[config.mk]
export PLATFORM = sky130hd
export DESIGN_NAME = udma_eth_rx_packer
export DESIGN_NICKNAME = d
export VERILOG_FILES = /design/src/rtl/udma_eth_pkg.sv /design/src/rtl/udma_eth_rr_sel.sv /design/src/rtl/udma_eth_rx_packer.sv
export SDC_FILE = /design/constraint.sdc
export NUM_CORES = 1
export LEC_CHECK = 0
export CAP_MARGIN = 20
export CORE_UTILIZATION = 30
export CTS_CLUSTER_SIZE = 8
export DETAILED_ROUTE_END_ITERATION = 16
export HOLD_SLACK_MARGIN = 0.02
export MAX_ROUTING_LAYER = met4
export SLEW_MARGIN = 20
export SYNTH_ARGS = -nofsm -noshare
export SYNTH_HDL_FRONTEND = slang
export SYNTH_SLANG_ARGS = --single-unit
[constraint.sdc]
create_clock -name sys_clk_i -period 4.5 [get_ports sys_clk_i]
set_clock_uncertainty 0.2 [all_clocks]
set_input_delay 0.9 -clock sys_clk_i [delete_from_list [all_inputs] [get_ports sys_clk_i]]
set_output_delay 0.9 -clock sys_clk_i [all_outputs]
set_load 0.01 [all_outputs]
[src/rtl/udma_eth_pkg.sv]
// rtl/udma_eth_pkg.sv - shared types and constants for the Ethernet RX packer
//
// Holds the packer FSM state encoding and the uDMA datasize codes.
// datasize_enc() maps a word width in bits to its uDMA datasize code.
package udma_eth_pkg;

    typedef enum logic [1:0] {
        ST_IDLE = 2'd0,
        ST_RUN  = 2'd1,
        ST_DROP = 2'd2
    } rx_state_e;

    localparam logic [1:0] DSIZE_8  = 2'b00;
    localparam logic [1:0] DSIZE_16 = 2'b01;
    localparam logic [1:0] DSIZE_32 = 2'b10;

    function automatic logic [1:0] datasize_enc(input int dw);
        case (dw)
            8:       return DSIZE_8;
            16:      return DSIZE_16;
            default: return DSIZE_32;
        endcase
    endfunction

endpackage

[src/rtl/udma_eth_rr_sel.sv]
// rtl/udma_eth_rr_sel.sv - round-robin channel selector
//
// Purely combinational. Returns the first enabled channel strictly after
// last_id, searching upward and wrapping from NCH-1 to 0. last_id itself is
// the final candidate, so a single enabled channel is always reselected.
//
// Ports:
//   mask     in   2**ETHID_WIDTH  enabled channels
//   last_id  in   ETHID_WIDTH     previously used channel
//   next_id  out  ETHID_WIDTH     channel for the next frame (last_id if mask==0)
module udma_eth_rr_sel #(
    parameter int ETHID_WIDTH = 2
) (
    input  logic [2**ETHID_WIDTH-1:0] mask,
    input  logic [ETHID_WIDTH-1:0]    last_id,
    output logic [ETHID_WIDTH-1:0]    next_id
);

    // Scan from the farthest candidate down to the nearest so the nearest
    // enabled channel after last_id is the one left standing.
    always_comb begin
        next_id = last_id;
        for (int i = 2**ETHID_WIDTH; i >= 1; i--) begin
            if (mask[last_id + ETHID_WIDTH'(i)]) begin
                next_id = last_id + ETHID_WIDTH'(i);
            end
        end
    end

endmodule

[src/rtl/udma_eth_rx_packer.sv]
// rtl/udma_eth_rx_packer.sv - packs an AXIS byte stream into uDMA RX words
//
// Accepts Ethernet frame bytes, packs them little-endian into DATA_WIDTH
// words and hands them to a uDMA RX channel picked round-robin per frame.
// Frames arriving while disabled (or with no enabled channel) are dropped
// and counted.
//
// Ports:
//   sys_clk_i, rstn_i           clock, asynchronous active-low reset
//   cfg_en_i, cfg_clr_i         accept new frames, synchronous clear
//   cfg_ch_mask_i               enabled channels (sampled at frame start)
//   s_axis_t*                   byte stream in; tuser flags a bad frame on tlast
//   rx_*                        uDMA word out with sof/eof/last-bytes markers
//   frame_done_o, frame_err_o   one-cycle pulses after an accepted frame end
//   frame_len_o                 byte count of the last completed frame
//   drop_cnt_o                  number of dropped frames (saturating)
module udma_eth_rx_packer
    import udma_eth_pkg::*;
#(
    parameter int DATA_WIDTH  = 32,
    parameter int ETHID_WIDTH = 2,
    parameter int LEN_WIDTH   = 16
) (
    input  logic                      sys_clk_i,
    input  logic                      rstn_i,
    input  logic                      cfg_en_i,
    input  logic                      cfg_clr_i,
    input  logic [2**ETHID_WIDTH-1:0] cfg_ch_mask_i,
    input  logic [7:0]                s_axis_tdata_i,
    input  logic                      s_axis_tvalid_i,
    output logic                      s_axis_tready_o,
    input  logic                      s_axis_tlast_i,
    input  logic                      s_axis_tuser_i,
    output logic [ETHID_WIDTH-1:0]    rx_id_o,
    output logic [DATA_WIDTH-1:0]     rx_data_o,
    output logic [1:0]                rx_datasize_o,
    output logic                      rx_valid_o,
    output logic                      rx_sof_o,
    output logic                      rx_eof_o,
    output logic [1:0]                rx_last_bytes_o,
    input  logic                      rx_ready_i,
    output logic                      frame_done_o,
    output logic                      frame_err_o,
    output logic [LEN_WIDTH-1:0]      frame_len_o,
    output logic [LEN_WIDTH-1:0]      drop_cnt_o
);

    localparam int                     BPW      = DATA_WIDTH / 8;
    localparam int                     NCH      = 2**ETHID_WIDTH;
    localparam logic [1:0]             IDX_LAST = 2'(BPW - 1);
    localparam logic [LEN_WIDTH-1:0]   LEN_MAX  = '1;
    localparam logic [ETHID_WIDTH-1:0] ID_INIT  = ETHID_WIDTH'(NCH - 1);

    rx_state_e               state_q, state_d;
    logic [DATA_WIDTH-1:0]   acc_q, word_d, rx_data_q;
    logic [1:0]              idx_q, rx_last_bytes_q;
    logic [ETHID_WIDTH-1:0]  last_id_q, next_id, rx_id_q;
    logic [LEN_WIDTH-1:0]    len_cnt_q, len_d, frame_len_q, drop_cnt_q;
    logic                    rx_valid_q, rx_sof_q, rx_eof_q;
    logic                    sof_pend_q, sof_d, drop_cnt_en_q;
    logic                    frame_done_q, frame_err_q;
    logic                    tready, beat, start_frame, start_run, data_beat, word_done;

    udma_eth_rr_sel #(.ETHID_WIDTH(ETHID_WIDTH)) u_rr_sel (
        .mask    (cfg_ch_mask_i),
        .last_id (last_id_q),
        .next_id (next_id)
    );

    // Next-state and datapath decode.
    always_comb begin
        tready      = (state_q == ST_DROP) || !rx_valid_q || rx_ready_i;
        beat        = s_axis_tvalid_i && tready;
        start_frame = beat && (state_q == ST_IDLE);
        start_run   = start_frame && cfg_en_i && (cfg_ch_mask_i != '0);
        // The frame's first byte is packed in the same cycle RUN is entered.
        data_beat   = beat && ((state_q == ST_RUN) || start_run);
        word_done   = data_beat && ((idx_q == IDX_LAST) || s_axis_tlast_i);
        // The accumulator is zeroed after every word, so OR-ing in the new
        // byte leaves unused upper bytes of a short eof word at zero.
        word_d      = acc_q | (DATA_WIDTH'(s_axis_tdata_i) << {idx_q, 3'b000});
        sof_d       = start_run || sof_pend_q;
        if (start_run) begin
            len_d = LEN_WIDTH'(1);
        end else if (len_cnt_q == LEN_MAX) begin
            len_d = len_cnt_q;
        end else begin
            len_d = len_cnt_q + LEN_WIDTH'(1);
        end

        state_d = state_q;
        if (cfg_clr_i) begin
            if (state_q == ST_RUN) begin
                state_d = ST_DROP;
            end
        end else begin
            case (state_q)
                ST_IDLE: if (beat && !s_axis_tlast_i) state_d = start_run ? ST_RUN : ST_DROP;
                ST_RUN,
                ST_DROP: if (beat && s_axis_tlast_i) state_d = ST_IDLE;
                default: state_d = ST_IDLE;
            endcase
        end
    end

    always_ff @(posedge sys_clk_i or negedge rstn_i) begin
        if (!rstn_i) begin
            state_q <= ST_IDLE;
        end else begin
            state_q <= state_d;
        end
    end

    always_ff @(posedge sys_clk_i or negedge rstn_i) begin
        if (!rstn_i) begin
            acc_q           <= '0;
            idx_q           <= '0;
            rx_data_q       <= '0;
            rx_valid_q      <= 1'b0;
            rx_sof_q        <= 1'b0;
            rx_eof_q        <= 1'b0;
            rx_last_bytes_q <= '0;
            rx_id_q         <= '0;
            last_id_q       <= ID_INIT;
            sof_pend_q      <= 1'b0;
            len_cnt_q       <= '0;
            frame_len_q     <= '0;
            frame_done_q    <= 1'b0;
            frame_err_q     <= 1'b0;
            drop_cnt_q      <= '0;
            drop_cnt_en_q   <= 1'b0;
        end else begin
            frame_done_q <= 1'b0;
            frame_err_q  <= 1'b0;
            if (cfg_clr_i) begin
                // A frame already in flight is dropped but never counted.
                rx_valid_q    <= 1'b0;
                acc_q         <= '0;
                idx_q         <= '0;
                drop_cnt_q    <= '0;
                last_id_q     <= ID_INIT;
                drop_cnt_en_q <= 1'b0;
            end else begin
                if (rx_valid_q && rx_ready_i) begin
                    rx_valid_q <= 1'b0;
                end
                if (start_run) begin
                    rx_id_q   <= next_id;
                    last_id_q <= next_id;
                end
                if (start_frame && !start_run) begin
                    drop_cnt_en_q <= 1'b1;
                end
                if (data_beat) begin
                    len_cnt_q <= len_d;
                    if (word_done) begin
                        rx_data_q       <= word_d;
                        rx_valid_q      <= 1'b1;
                        rx_sof_q        <= sof_d;
                        rx_eof_q        <= s_axis_tlast_i;
                        rx_last_bytes_q <= s_axis_tlast_i ? idx_q : 2'd0;
                        acc_q           <= '0;
                        idx_q           <= '0;
                        sof_pend_q      <= 1'b0;
                    end else begin
                        acc_q      <= word_d;
                        idx_q      <= idx_q + 2'd1;
                        sof_pend_q <= sof_d;
                    end
                    if (s_axis_tlast_i) begin
                        frame_done_q <= 1'b1;
                        frame_err_q  <= s_axis_tuser_i;
                        frame_len_q  <= len_d;
                    end
                end
                // Single-byte dropped frames end in IDLE, hence the second term.
                if (beat && s_axis_tlast_i &&
                    (((state_q == ST_DROP) && drop_cnt_en_q) || (start_frame && !start_run)) &&
                    (drop_cnt_q != LEN_MAX)) begin
                    drop_cnt_q <= drop_cnt_q + LEN_WIDTH'(1);
                end
            end
        end
    end

    assign s_axis_tready_o = tready;
    assign rx_id_o         = rx_id_q;
    assign rx_data_o       = rx_data_q;
    assign rx_datasize_o   = datasize_enc(DATA_WIDTH);
    assign rx_valid_o      = rx_valid_q;
    assign rx_sof_o        = rx_sof_q;
    assign rx_eof_o        = rx_eof_q;
    assign rx_last_bytes_o = rx_last_bytes_q;
    assign frame_done_o    = frame_done_q;
    assign frame_err_o     = frame_err_q;
    assign frame_len_o     = frame_len_q;
    assign drop_cnt_o      = drop_cnt_q;

endmodule

# After elaboration in Yosys (flattened, before gate mapping)

Cells that the tools add are included.

Register bits after elaboration: 129
Logic and storage cells: 112
Output and inout port bits: 76
Input port bits: 20

Multiplexer cells: 41
Reduce and logical (&&, ||, !) cells: 34
Bitwise logic cells: 2
Shifts and indexed selects: 1
Add/sub/neg operators: 6
Equality and inequality tests: 8
Magnitude comparators: 3

Operators with widths:

| kind                    | count |
|---|---|
| $mux W32                | 3 |
| $mux W16                | 4 |
| $add A16 B1 Y16 const B | 2 |
| $or A32 B32 Y32         | 1 |
| $shl A8 B5 Y32          | 1 |
| $mux W2                 | 14 |
| $eq A16 B16 Y1 const B  | 1 |
| $mux W1                 | 16 |
| $ne A16 B16 Y1 const B  | 1 |
| $logic_and A1 B1 Y1     | 13 |
| $lt A2 B3 Y1 const B    | 3 |
| $reduce_and A3 Y1       | 3 |
| $reduce_bool A2 Y1      | 4 |
| $bmux W1 S2             | 3 |
| $logic_or A1 B1 Y1      | 6 |
| $add A2 B1 Y2 const B   | 2 |
| $add A2 B2 Y2 const B   | 2 |
| $eq A2 B2 Y1 const B    | 2 |
| $pmux W2 S2             | 1 |
| $reduce_and A2 Y1       | 2 |
| $reduce_bool A4 Y1      | 1 |
| $logic_not A1 Y1        | 3 |
| $ne A3 B2 Y1 const B    | 1 |
| $ne A3 B3 Y1 const B    | 1 |
| other kinds (5)         | 5 |

# Longest topological paths before layout

Gate-level depths: netlist (run 1).

Depth in word-level cells: 14
Gate-level depth with buffers: 10
Gate-level depth less buffers: 8

# Modules after synthesis

Synthesis (run 1) repeated with hierarchy kept, for this count alone.

Cell total of the unflattened synthesis: 615
Area total of the unflattened synthesis: 6012.0 µm²

Modules (own cells, without submodules):

| module             | cells an instance | area each (µm²) | sequential area each (µm²) | instances |
|---|---|---|---|---|
| udma_eth_rx_packer | 602               | 5936.9          | 3230.6                     | 1 |
| udma_eth_rr_sel    | 13                | 75.1            | 0.0                        | 1 |

# Worst setup path after synthesis (run 1)

Ideal clock, no wire load.

Kind: input -> register
Start point: input port cfg_ch_mask_i[1]
End point: register rx_data_q[10] (netlist: rx_data_o[10])
Stages on the path: 7
Data arrival time: 2.313 ns
Buffers on the path: 3
Setup time: 0.123 ns
Data required time: 4.177 ns
Setup slack: 1.863 ns
Cell sequence: buf_2 o41a_2 a21oi_2 or4_1 buf_2 buf_2 o21ai_1

Cells in the longest elaborated chain, start to end: 6

RTL lines:

| what                                 | RTL line                  | RTL |
|---|---|---|
| from (decl)                          | udma_eth_rx_packer.sv:28  | `input logic [2**ETHID_WIDTH-1:0] cfg_ch_mask_i,` |
| $reduce_bool A4 Y1 *                 | udma_eth_rx_packer.sv:75  | `start_run = start_frame && cfg_en_i && (cfg_ch_mask_i != '0);` |
| $logic_and A1 B1 Y1 *                | udma_eth_rx_packer.sv:75  |  |
| $logic_or A1 B1 Y1 *                 | udma_eth_rx_packer.sv:77  | `data_beat = beat && ((state_q == ST_RUN) \|\| start_run);` |
| $logic_and A1 B1 Y1 *                | udma_eth_rx_packer.sv:77  |  |
| $logic_and A1 B1 Y1                  | udma_eth_rx_packer.sv:78  | `word_done = data_beat && ((idx_q == IDX_LAST) \|\| s_axis_tlast_i);` |
| $reduce_and A3 Y1 (no source line) * | --                        |  |
| to (signal assigned)                 | udma_eth_rx_packer.sv:157 | `rx_data_q <= word_d;` |
| to (decl)                            | udma_eth_rx_packer.sv:55  | `logic [DATA_WIDTH-1:0] acc_q, word_d, rx_data_q;` |

Mark *: on every way between the ends. The rest lies on a longest branch, timed or not.
A chain may end at the register's enable or synchronous reset.

# Worst setup path after layout (run 1)

Start point: input port rx_ready_i
End point: output port s_axis_tready_o

Cells in the longest elaborated chain, start to end: 1

RTL lines:

| what               | RTL line                 | RTL |
|---|---|---|
| from (decl)        | udma_eth_rx_packer.sv:41 | `input logic rx_ready_i,` |
| $logic_or A1 B1 Y1 | udma_eth_rx_packer.sv:72 | `tready = (state_q == ST_DROP) \|\| !rx_valid_q \|\| rx_ready_i;` |
| to (decl)          | udma_eth_rx_packer.sv:31 | `output logic s_axis_tready_o,` |

Every way passes these cells.

==> flow_metrics.py, run 1 <==
metrics = {
    "global_route": {
        "busiest_layer": "met2",
        "use_met3_pct": 3.40,
        "gr-usage-met2_pct": 22.6,
        "antenna_found_initial": 0,
        "grt_pass1_vias": 4748,
        "grtUsageMet1_pct": 22.5,
        "grt_first_pass_wirelength_um": 25900,
        "track_usage_pct": 15.9,
        "grt_start_max_net_pins": 67,
        "grt_overflow": 0,
    },
    "setup_path": {
        "regToRegSetupSlack_ps": 1530,
        "critPathKind": "in2out",
        "cp_slowest_stage_delay_ps": 540,
        "worstPathArrival_ps": 2530,
        "cp.required_ps": 3400,
        "path_delay_family": "buffers and inverters",
        "path_common_cell": "clkdlybuf4s50_1",
        "crit_slowest_cell": "clkdlybuf4s50_1",
        "end_kind": "output port",
        "critPathBufInv": 3,
        "setup.worst_path.start_class": "input port",
        "path_cells": "clkdlybuf4s50_1 -> nor3b_1 -> inv_1 -> clkdlybuf4s50_1",
        "crit_fanout": 6,
    },
    "detailed_routing": {
        "drc": 0,
        "firstDrtPassIters": 5,
        "viasPerCell": 5.09,
        "detail-route-antenna-nets": 0,
        "dr_total_vias": 5078,
        "routed_wl_um": 15600,
        "wire_per_inst_um": 15.6,
        "dr.first_iter.drc_count": 321,
    },
    "synth": {
        "synth_edf_count": 0,
        "syn-instance-count": 635,
        "synthArstFlopShare_pct": 100,
        "synth_seq_cells": 129,
        "yosysSeqAreaShare_pct": 52.4,
        "ys.flop_type": "dfrtp_1",
        "syn_nets": 661,
        "ys_types": 63,
        "syn_avg_cell_area_um2": 9.70,
        "synth_area_um2": 6160,
        "yosys_warnings": 0,
    },
    "power_and_ir_drop": {
        "p_per_area_nw_per_um2": 444,
        "p_leak_nw": 3.31,
        "ir_drop_mv": 0.277,
    },
    "finish": {
        "fill_cells": 2034,
        "final_cell_area_um2": 7910,
        "area_growth_pct": 28.3,
        "drive_gt1_share_pct": 9.49,
        "antenna-diode-count": 0,
        "final-seq-area_um2": 3230,
        "layout_commonest_cell": "dfrtp_1",
        "layout_common_cells": "127 x dfrtp_1, 92 x clkdlybuf4s50_1, 75 x nand2_1, 70 x a21oi_1, 45 x nor2_1",
        "multiInputGateArea_um2": 2680,
        "nets": 740,
    },
    "clock_tree": {
        "postCtsSetupBuffers": 0,
        "cts_tree": "done",
        "cts_buffers": 17,
        "cts-root-buf": "clkbuf_16",
        "holdBufCountCts": 0,
        "clkLatencyLatePin_ps": 420,
        "cts.sink_count": 129,
        "cts_resized": 0,
        "clk_pin_slew_ps": 70,
        "cts_buffer_depth": 2,
        "cts-htree-levels": 4,
    },
    "place": {
        "port_buffers": 93,
        "place.gp.congestion": 0.845,
        "pre_cts_ws_ps": 807,
        "post-dp-hpwl_um": 10800,
        "placed_area_um2": 7310,
    },
    "floorplan": {
        "die_y_um": 145,
        "row_count": 52,
        "top_level_ports": 96,
        "core_um2": 20200,
        "die_width_um": 145,
        "initial_utilization_pct": 30.5,
        "fp.dieArea_um2": 21100,
    },
    "timing": {
        "finalCriticalPeriod_ps": 3630,
        "rsz0062_at_grt": "no",
        "fin_tns_setup_ps": 0,
        "hold_violations": 0,
        "setup_viol": 0,
        "clock.fmax_mhz": 275,
        "slew_headroom_pct": 25.4,
        "fin_ws_ps": 870,
        "hold_slack_ps": 168,
        "worst_slew_pin_slew_ps": 1110,
        "fin_crit_sh_pct": 80.7,
        "slew_violations": 0,
    },
    "job": {
        "max_cap_viol_count": 0,
    },
    "min_path": {
        "min_path_type": "in2async",
    },
    "outcome": {
        "status": "finished, final reports clean",
    },
}
[worst register-to-register path, delay by kind of cell, from the launching register on]
family	cells	cell delay [ps]
buf+inv	3	820
flops	1	370
simple gates	3	1040
fa+ha+maj	1	230
compound gates	1	170
[final timing paths]
| path | startpoint | cells past startpoint | to |
|---|---|---|---|
| setup / recovery | rx_ready_i | 4 | s_axis_tready_o |
| hold / removal | rstn_i | 1 | len_cnt_q[10]$_DFFE_PN0P_ |
| setup reg to reg | state_q[0]$_DFFE_PN0P_ | 8 | rx_data_o[27]$_DFFE_PN0P_ |
| hold reg to reg | frame_len_o[4]$_DFFE_PN0P_ | 2 | frame_len_o[4]$_DFFE_PN0P_ |
| max in group asynchronous | rstn_i | 2 | acc_q[31]$_DFFE_PN0P_ |
| min in group sys_clk_i | frame_len_o[4]$_DFFE_PN0P_ | 2 | frame_len_o[4]$_DFFE_PN0P_ |
[routing by layer]
layer	routed length, um	vias to the layer above
met4	144	0
met2	7060	123
met5	0	-
met1	7850	2477
met3	544	13
li1	-	2465
[cell usage after synthesis (4+ instances only)]
library cell / count / area (um^2)
nor4_2: 5 / 62.6
buf_4: 6 / 45.0
nor4_1: 7 / 43.8
mux2_1: 4 / 45.0
nand2_1: 75 / 282
nand4_1: 11 / 68.8
xnor2_1: 6 / 52.6
mux2i_1: 4 / 40.0
and3_1: 6 / 37.5
o21ai_1: 38 / 190
nand3_1: 17 / 85.1
a22o_1: 32 / 280
a31oi_1: 14 / 87.6
inv_1: 10 / 37.5
nor2b_1: 8 / 50.1
nor3_1: 13 / 65.1
clkbuf_1: 11 / 41.3
ha_1: 6 / 75.1
buf_2: 14 / 70.1
o31ai_1: 5 / 37.5
nor3b_1: 4 / 30.0
a21oi_1: 70 / 350
o21ai_0: 15 / 75.1
buf_1: 11 / 41.3
nor2_1: 45 / 169
nand2b_1: 5 / 31.3
dfrtp_1: 127 / 3180
and2_1: 6 / 37.5
[cell families (layout without fill, tap and decap cells)]
family | after synthesis | after routing | synth area share (%)
AND/OR/NAND/NOR | 224 | 224 | 18.5
AO/OA/AOI/OAI | 201 | 201 | 20.7
flip-flops | 129 | 129 | 52.4
buffers and inverters | 55 | 147 | 4.14
XOR/XNOR | 9 | 9 | 1.28
multiplexers | 9 | 9 | 1.56
adder cells (fa/ha/maj) | 6 | 6 | 1.22
other | 2 | 2 | 0.122
[state kept, by name, indices dropped and copies added (netlist names)]
name / count
drop_cnt_en_q: 1
rx_valid_o: 1
frame_err_o: 1
drop_cnt_o: 16
rx_data_o: 32
len_cnt_q: 16
acc_q: 32
state_q: 2
rx_last_bytes_o: 2
sof_pend_q: 1
rx_id_o: 2
frame_len_o: 16
idx_q: 2
rx_eof_o: 1
rx_sof_o: 1
last_id_q: 2
frame_done_o: 1
[report_power, final]
part | switching [mW] | total, mW | internal [mW]
registers | 0.0891 | 1.37 | 1.28
logic | 0.417 | 0.749 | 0.333
clock network | 0.596 | 1.39 | 0.791
total | 1.10 | 3.51 | 2.40
[area by class of cell]
class / instances / share of cell area, %
multi-input combinational: 451 / 33.9
tap: 270 / 4.27
inverter: 11 / 0.522
timing repair buffer: 104 / 12.9
clock inverter: 15 / 2.09
sequential: 129 / 40.9
clock buffer: 17 / 5.38
[through the flow]
| stage | std cells | util [%] | total power [mW] |
|---|---|---|---|
| 4_1_cts | 997 | 39.2 | 3.55 |
| 5_1_grt | 997 | 39.2 | 3.69 |
| 6_report | 997 | 39.2 | 3.51 |
| 3_3_place_gp | 965 | 36.3 | 2.13 |
| 2_1_floorplan | 635 | - | 1.80 |
| 3_5_place_dp | 965 | 36.3 | 2.14 |
(Power assumes the default switching activity.)
==> inputs of run 2 (changes only) <==
clock period = 3.4 ns   (was 4.5 ns; I/O delays follow)
==> flow_metrics.py, run 2 (synthesized netlist as in run 1, its figures left out) <==
metrics = {
    "floorplan": {
        "fp.dieArea_um2": 21100,
        "core_um2": 20200,
        "initial_utilization_pct": 30.5,
        "row_count": 52,
        "die_width_um": 145,
        "top_level_ports": 96,
        "die_y_um": 145,
    },
    "finish": {
        "fill_cells": 2032,
        "drive_gt1_share_pct": 10.5,
        "final_cell_area_um2": 7990,
        "final-seq-area_um2": 3230,
        "layout_common_cells": "127 x dfrtp_1, 92 x clkdlybuf4s50_1, 75 x nand2_1, 70 x a21oi_1, 45 x nor2_1",
        "layoutNonFillerInstCount": 1005,
        "area_growth_pct": 29.7,
        "multiInputGateArea_um2": 2680,
        "nets": 748,
        "layout_commonest_cell": "dfrtp_1",
        "antenna-diode-count": 0,
    },
    "timing": {
        "finalCriticalPeriod_ps": 3180,
        "slew_violations": 0,
        "slew_headroom_pct": 31.1,
        "fin_crit_sh_pct": 93.7,
        "fin_tns_setup_ps": 0,
        "clock.fmax_mhz": 314,
        "worst_slew_pin_slew_ps": 1020,
        "rsz0062_at_grt": "no",
        "hold_violations": 0,
        "setup_viol": 0,
    },
    "place": {
        "place.gp.congestion": 0.842,
        "placed_area_um2": 7400,
        "port_buffers": 93,
        "placed_cells": 973,
        "post-dp-hpwl_um": 10800,
    },
    "detailed_routing": {
        "detail-route-antenna-nets": 0,
        "wire_per_inst_um": 15.5,
        "firstDrtPassIters": 5,
        "viasPerCell": 5.04,
        "drc": 0,
        "routed_wl_um": 15600,
        "dr.first_iter.drc_count": 367,
        "dr_total_vias": 5063,
    },
    "outcome": {
        "status": "finished, final reports clean",
    },
    "setup_path": {
        "regToRegSetupSlack_ps": 500,
        "setup.worst_path.start_class": "flop",
        "end_kind": "output port",
        "r2r_cells": 8,
        "r2r-end": "len_cnt_q[1]$_DFFE_PN0P_",
        "critPathKind": "reg2out",
        "crit_fanout": 6,
        "r2r-start": "state_q[0]$_DFFE_PN0P_",
        "cp.required_ps": 2520,
        "worstPathArrival_ps": 2300,
    },
    "global_route": {
        "grt_first_pass_wirelength_um": 26200,
        "grt_pass1_vias": 4894,
        "grt_start_max_net_pins": 67,
        "track_usage_pct": 16.2,
        "grt_overflow": 0,
        "antenna_found_initial": 0,
    },
    "clock_tree": {
        "holdBufCountCts": 0,
        "cts-htree-levels": 4,
        "cts-root-buf": "clkbuf_16",
        "postCtsSetupBuffers": 0,
        "clk_pin_slew_ps": 60,
        "cts_resized": 0,
        "cts_buffers": 17,
        "cts_buffer_depth": 2,
        "cts.sink_count": 129,
        "clkLatencyLatePin_ps": 430,
        "cts_tree": "done",
    },
    "job": {
        "max_cap_viol_count": 0,
    },
    "power_and_ir_drop": {
        "p_leak_nw": 3.35,
        "ir_drop_mv": 0.356,
        "p_per_area_nw_per_um2": 582,
    },
    "min_path": {
        "min_path_type": "in2async",
    },
}
-- run 2: cell count changes in the layout (fill, tap and decap cells not counted), sizes merged --
cell | before | now
clkinv | 3 | 2
inv | 21 | 22
buf | 12 | 20
-- run 2: layout make-up --
type | count | area share [%]
clock buffer | 17 | 5.32
clock inverter | 15 | 2.07
multi-input combinational | 451 | 33.6
sequential | 129 | 40.4
tap | 270 | 4.23
inverter | 11 | 0.517
timing repair buffer | 112 | 13.9
-- run 2: report_power, final --
part	total, mW	switching [mW]	internal (mW)
clock network	1.83	0.783	1.05
logic	1.01	0.552	0.455
registers	1.81	0.118	1.69
-- run 2: worst max-delay path by stage --
stage | start | cells after the start | endpoint | slack [ps]
final | state_q[0]$_DFFE_PN0P_ | 5 | s_axis_tready_o | 220
after global routing | state_q[0]$_DFFE_PN0P_ | 5 | s_axis_tready_o | 60
after CTS | state_q[0]$_DFFE_PN0P_ | 5 | s_axis_tready_o | 220
after detailed placement | rx_ready_i | 7 | len_cnt_q[1]$_DFFE_PN0P_ | 30
after global placement | cfg_ch_mask_i[3] | 6 | len_cnt_q[1]$_DFFE_PN0P_ | 60
after floorplan | cfg_ch_mask_i[1] | 7 | rx_data_o[10]$_DFFE_PN0P_ | 980
-- run 2: metrics by stage --
stage	worst slack [ps]	util (%)	hold slack (ps)	total power, mW
after floorplan	983	-	184	2.38
after global placement	56.8	36.7	265	2.85
after detailed placement	28.6	36.7	269	2.85
after CTS	216	39.6	108	4.70
after global routing	55.2	39.6	137	4.90
final	215	39.6	86.1	4.65
-- run 2: per-layer routing --
layer  global-route usage, %  wire length (um)  vias to the layer above
li1                        -                 -                     2476
met1                    22.8              7780                     2451
met2                    23.0              6990                      120
met3                    3.30               562                       16
met4                    5.58               243                        0
met5                       -                 0                        -
-- run 2: worst max-delay path, stage by stage (launching register included) --
cell	delay, ps
dfrtp_1	370
inv_1	70
ha_1	230
nor3b_1	460
inv_1	220
clkdlybuf4s50_1	540
